==> src/rtl/register_scoreboard.sv <==
// register_scoreboard: pending-write tracker between ID (issue) and WB (retire).
// ID marks a destination pending on issue, WB clears it on retire, and ID is
// stalled when a live source is pending or the destination counter is full.
// Optional build macro SCOREBOARD_STATS_EN adds stall/issue statistics counters.
module register_scoreboard #(
    parameter int NUM_REGS = 16,
    parameter int CNT_W    = 2
) (
    input  logic                        i_clk,
    input  logic                        i_rst,
    input  logic [$clog2(NUM_REGS)-1:0] i_src1,
    input  logic [$clog2(NUM_REGS)-1:0] i_src2,
    input  logic                        i_is_imm,
    input  logic                        i_is_str,
    input  logic                        i_issue_valid,
    input  logic                        i_issue_wb_en,
    input  logic [$clog2(NUM_REGS)-1:0] i_issue_dest,
    input  logic                        i_freeze,
    input  logic                        i_wb_valid,
    input  logic [$clog2(NUM_REGS)-1:0] i_wb_dest,
    output logic                        o_stall,
    output logic                        o_issue_fire,
    output logic [NUM_REGS-1:0]         o_busy_mask,
`ifdef SCOREBOARD_STATS_EN
    output logic [31:0]                 o_stall_cycles,
    output logic [31:0]                 o_issue_count,
`endif
    output logic                        o_err_underflow
);
    localparam int RW = $clog2(NUM_REGS);
    localparam logic [CNT_W-1:0] CNT_MAX = '1;

    logic [CNT_W-1:0]    r_cnt [NUM_REGS];
    logic                r_err;
    logic [NUM_REGS-1:0] w_busy;
    logic [NUM_REGS-1:0] w_inc;
    logic [NUM_REGS-1:0] w_dec;
    logic                w_src2_live;
    logic                w_haz;
    logic                w_sat;
    logic                w_stall;
    logic                w_fire;
    logic                w_uflow;

    // Busy view of the registered counters; hazards never see same-cycle WB.
    always_comb begin
        w_busy = '0;
        for (int r = 0; r < NUM_REGS; r++)
            w_busy[r] = (r_cnt[r] != '0);
    end

    // Issue-side hazard, saturation stall and issue acceptance.
    always_comb begin
        w_src2_live = ~i_is_imm | i_is_str;
        w_haz   = i_issue_valid & (w_busy[i_src1] | (w_src2_live & w_busy[i_src2]));
        w_sat   = i_issue_valid & i_issue_wb_en & (r_cnt[i_issue_dest] == CNT_MAX);
        w_stall = w_haz | w_sat;
        w_fire  = i_issue_valid & ~w_stall & ~i_freeze;
    end

    // Per-register increment/decrement; a WB meeting a same-cycle issue at
    // zero cancels it rather than flagging underflow.
    always_comb begin
        w_inc = '0;
        w_dec = '0;
        for (int r = 0; r < NUM_REGS; r++) begin
            w_inc[r] = w_fire & i_issue_wb_en & (i_issue_dest == RW'(r));
            w_dec[r] = i_wb_valid & (i_wb_dest == RW'(r)) &
                       ((r_cnt[r] != '0) | w_inc[r]);
        end
        w_uflow = i_wb_valid & (r_cnt[i_wb_dest] == '0) & ~w_inc[i_wb_dest];
    end

    // Counter state; saturation stall keeps increments from wrapping.
    always_ff @(posedge i_clk) begin
        if (!i_rst) begin
            for (int r = 0; r < NUM_REGS; r++)
                r_cnt[r] <= '0;
        end else begin
            for (int r = 0; r < NUM_REGS; r++) begin
                if (w_inc[r] & ~w_dec[r])
                    r_cnt[r] <= r_cnt[r] + 1'b1;
                else if (w_dec[r] & ~w_inc[r])
                    r_cnt[r] <= r_cnt[r] - 1'b1;
            end
        end
    end

    // Sticky underflow flag, cleared only by reset.
    always_ff @(posedge i_clk) begin
        if (!i_rst)
            r_err <= 1'b0;
        else if (w_uflow)
            r_err <= 1'b1;
    end

`ifdef SCOREBOARD_STATS_EN
    logic [31:0] r_stall_cycles;
    logic [31:0] r_issue_count;

    // Saturating statistics counters.
    always_ff @(posedge i_clk) begin
        if (!i_rst) begin
            r_stall_cycles <= '0;
            r_issue_count  <= '0;
        end else begin
            if (i_issue_valid & w_stall & (r_stall_cycles != '1))
                r_stall_cycles <= r_stall_cycles + 32'd1;
            if (w_fire & (r_issue_count != '1))
                r_issue_count <= r_issue_count + 32'd1;
        end
    end

    assign o_stall_cycles = r_stall_cycles;
    assign o_issue_count  = r_issue_count;
`endif

    assign o_stall         = w_stall;
    assign o_issue_fire    = w_fire;
    assign o_busy_mask     = w_busy;
    assign o_err_underflow = r_err;
endmodule

==> config.mk <==
export PLATFORM = sky130hd
export DESIGN_NAME = register_scoreboard
export DESIGN_NICKNAME = d
export VERILOG_FILES = /design/src/rtl/register_scoreboard.sv
export SDC_FILE = /design/constraint.sdc
export NUM_CORES = 1
export LEC_CHECK = 0
export ABC_AREA = 1
export ABC_CLOCK_PERIOD_IN_PS = 2280
export CAP_MARGIN = 25
export CORE_MARGIN = 2
export CORE_UTILIZATION = 35
export CTS_BUF_LIST = sky130_fd_sc_hd__clkbuf_8 sky130_fd_sc_hd__clkbuf_16
export DETAILED_ROUTE_END_ITERATION = 8
export PLACE_DENSITY = 0.54
export SYNTH_ARGS = -nofsm -noshare
export SYNTH_HDL_FRONTEND = slang
export SYNTH_SLANG_ARGS = --single-unit
==> constraint.sdc <==
create_clock -name i_clk -period 2.28 [get_ports i_clk]
set_input_delay 0.228 -clock i_clk [delete_from_list [all_inputs] [get_ports i_clk]]
set_output_delay 0.228 -clock i_clk [all_outputs]
set_load 0.1 [all_outputs]
==> metrics.md <==
| Metric | Value |
|---|---|
| Combinational group share of total power | 42.2% |
| Minimum clock period | 2.676 ns |
| Cell chain of the critical path | buf_4 > nand2_1 > nand2_1 > nand2_1 > nand2_1 > nand2_1 > nand2_2 > inv_2 > nand2_2 > nand3_4 > nand4_4 > nor2_4 > nand2_2 > nor2_4 > o21ai_2 > or3_1 > nand2_1 > inv_2 > nand2_2 |
| FF-to-FF Start | r_cnt[1][0]$_SDFFCE_PN0P_ |
| Critical path required time | 2.30 ns |
| Fin. max-slew vios | 0 |
| # clock sinks | 33 |
| Num CTS Buffers | 5 |
| CTS clk-pin slew, worst paths | 0.08 ns |
| PnR worst setup slack | -0.3961 ns |
| Antenna-violating nets left | 0 |
| Die Span Y | 101.1 um |
| Post-place instance area | 4752 um^2 |
| Reg-to-reg endpoint | r_cnt[0][0]$_SDFFCE_PN0P_ |
| Nets | 765 |
| Final setup viols | 59 |
| Gr ovfl total | 0 |
| CTS tree | yes |
| Post-synth EDFFs | 32 |
| Worst Hold End | o_err_underflow$_SDFFE_PN0P_ |
| First-pass GRT wire length | 19.74 mm |
| Critical Path Sink Type | flop |
| Most used cell along the critical path | nand2_1 |
| Clock buffer depth | 2 |
| Worst Hold Class | reg2reg |
| Netlist Area Pre-Place | 3302 um^2 |
| Layout Utilization | 58.49% |
| Clock power share | 22.3% |
| P_int | 1.227 mW |
| Net load switching power | 813.2 uW |
| Maximum vdd ir drop | 313.6 uV |
| Vias | 4338 |
| Failing checks | negative setup slack |
| Reg2Reg Setup Slack | -0.40 ns |
| DRT Pass-1 Iters | 5 |
| Worst Max-Slew Pin Slew | 0.6300 ns |
| PortBufs | 42 |
| Vias in the first global route | 4087 |
| Reg power frac | 35.4% |
| Ys Warns | 0 |
| Synth area leaders | edfxtp_1, nand2_1, inv_1, nor2_1, nand3_1 |
| Ant diodes | 0 |
| Post-synth top area share | 29.10% |
| Area leader, netlist | edfxtp_1 |
| Slowest CP cell | edfxtp_1 |
| Hold Path Depth | 2 |
| Post-Synthesis Net Count | 580 |
| Avg WL per Cell | 15.04 um |
| Yosys reg bits | 33 |
| Crit path DAT | 2.70 ns |
| Clock latency on the worst-skew pair | 0.30 ns |
| Max Cap Viol | 0 |
| Worst Setup Path Type | reg2reg |
| Share of cells above drive strength 1 | 38.06% |
| Die area | 10230 um^2 |
| Crit Path Max Fanout | 5 |
| Mean Syn Cell Area | 5.949 um^2 |
| Outcome | finished with violations |
| Gate count of the mapped netlist | 555 |
| Fmax | 373.7 MHz |
| Rel. slew slack | 57.95% |
| Critical Path Start Type | flop |
| Ports | 43 |
| DP HPWL | 9.746 mm |
| Fill count | 915 |
| Setup Skew | 0.01036 ns |
| Synth Flop Type | edfxtp_1 |
| Core Rows | 35 |
| Max incr delay on CP | 0.40 ns |
| Unrepaired setup endpoints after global routing | true |
| Starting Density | 35.90% |
| Gr usage total | 24.78% |
| Total power | 2.040 mW |
| Area Growth Syn to Fin | 62.90% |
| H-tree depth | 2 |
| Die X | 101.1 um |
| Commonest non-fill, non-tap cell in the layout | nand2_1 |
| Post-Layout Cell Count | 852 |
| LEAKAGE | 2.666 nW |
| Largest net degree at the start of global routing | 34 |
| Initial antenna violation count | 0 |
| Total Routed Length | 12.81 mm |
| Net Sw Frac | 39.86% |
| Placed cell count | 823 |
| Clock root buffer | clkbuf_8 |
| Core area | 9196 um^2 |
| Fin crit share | 117.4% |
| Final hold vios | 0 |
| Design area | 5379 um^2 |
| Pwr Density | 379.3 nW/um^2 |
| Commonest non-fill, non-tap cells in the layout | nand2_1, buf_4, inv_1, nor2_1, nand3_1 |
| Drt initial violations | 306 |
| Ys async rst share | 0% |
| Register area share after synthesis | 29.71% |
| DRC viols | 0 |
| Distinct cells, synth | 36 |
| Hold slack final | 0.4555 ns |
| Hold_sp | o_err_underflow$_SDFFE_PN0P_ |
| Reg2Reg Depth | 19 |
| # hold bufs at CTS | 0 |
| Routability cong. | 1.072 |
| Routed vias/inst | 5.092 |
-- per-stage QoR --
stage                     TNS [ns]  setup WS, ns
final                       -11.99       -0.3961
after global routing        -22.21       -0.5301
after global placement      -35.25       -0.7450
after detailed placement    -37.10       -0.7842
after CTS                   -11.43       -0.3335
after floorplan             -30.80       -0.9990
-- cell type report --
type,count,area [um^2],area share [%]
Multi-Input combinational cell,418,2262,42.06
Timing Repair Buffer,191,1568,29.15
Sequential cell,33,980.9,18.24
Inverter,91,346.6,6.443
Tap cell,111,138.9,2.582
Clock buffer,5,68.82,1.279
Clock inverter,3,13.76,0.2559
-- per-layer routing --
metal / global-route usage [%] / wire length [um]
met2: 42.38 / 6295
met3: 3.451 / 614
met1: 32.14 / 5539
met4: 8.420 / 360
met5: 0 / 0
-- sequential cells by signal, summed over array words and instances (netlist names) --
name             count
o_err_underflow      1
r_cnt               32
-- kinds of logic after synthesis --
kind of cell               synth area share, %
DFF                                      29.71
adders and majority gates               0.3789
muxes                                   0.6063
and+or+nand+nor                          44.79
xor gates and xnor gates                 1.326
buffers and inverters                    12.50
AOI/OAI and AO/OA                        10.69
-- critical path: cells and delay by family, from the launching register on --
| kind | cells | cell delay, ns |
|---|---|---|
| AO/OA/AOI/OAI | 1 | 0.07 |
| AND/OR/NAND/NOR | 15 | 1.66 |
| buffers and inverters | 3 | 0.28 |
| flip-flops | 1 | 0.40 |
-- cell usage after synthesis, drive strengths merged (2+ instances only) --
| cell type | n |
|---|---|
| or3 | 2 |
| edfxtp | 32 |
| buf | 7 |
| xor2 | 5 |
| a221oi | 3 |
| nand3 | 52 |
| nor3 | 3 |
| clkbuf | 6 |
| nand3b | 2 |
| nand4 | 15 |
| o211ai | 10 |
| a21oi | 10 |
| o22ai | 5 |
| o21ai | 23 |
| mux2i | 2 |
| nand2 | 196 |
| a211oi | 4 |
| inv | 91 |
| nor2 | 82 |
-- repair_timing --
item,CTS,global route
buffers inserted,18,6
gates resized for setup,64,66
setup endpoints to repair,61,61
pin swaps,22,20
-- worst max path at each step --
| stage | start | cells after the start | slack [ns] | endpoint |
|---|---|---|---|---|
| floorplan | r_cnt[9][0]$_DFFE_PP_ | 20 | -1.0 | r_cnt[7][0]$_SDFFCE_PN0P_ |
| global placement | i_issue_dest[0] | 19 | -0.75 | r_cnt[0][0]$_SDFFCE_PN0P_ |
| detailed placement | i_issue_dest[0] | 19 | -0.78 | r_cnt[0][1]$_SDFFCE_PN0P_ |
| CTS | r_cnt[13][0]$_SDFFCE_PN0P_ | 16 | -0.33 | r_cnt[0][1]$_SDFFCE_PN0P_ |
| global route | r_cnt[5][0]$_SDFFCE_PN0P_ | 19 | -0.53 | r_cnt[0][1]$_SDFFCE_PN0P_ |
| finish | r_cnt[1][0]$_SDFFCE_PN0P_ | 19 | -0.40 | r_cnt[0][0]$_SDFFCE_PN0P_ |
-- power by group through the flow --
| stage | clock network [mW] | registers [mW] | logic (mW) |
|---|---|---|---|
| after global routing | 0.484 | 0.727 | 0.920 |
| after floorplan | 0 | 0.751 | 0.427 |
| after detailed placement | 0 | 0.733 | 0.784 |
| after CTS | 0.457 | 0.721 | 0.822 |
| final | 0.456 | 0.723 | 0.862 |
| after global placement | 0 | 0.731 | 0.782 |
No activity file was read; power rests on OpenSTA's default activity.
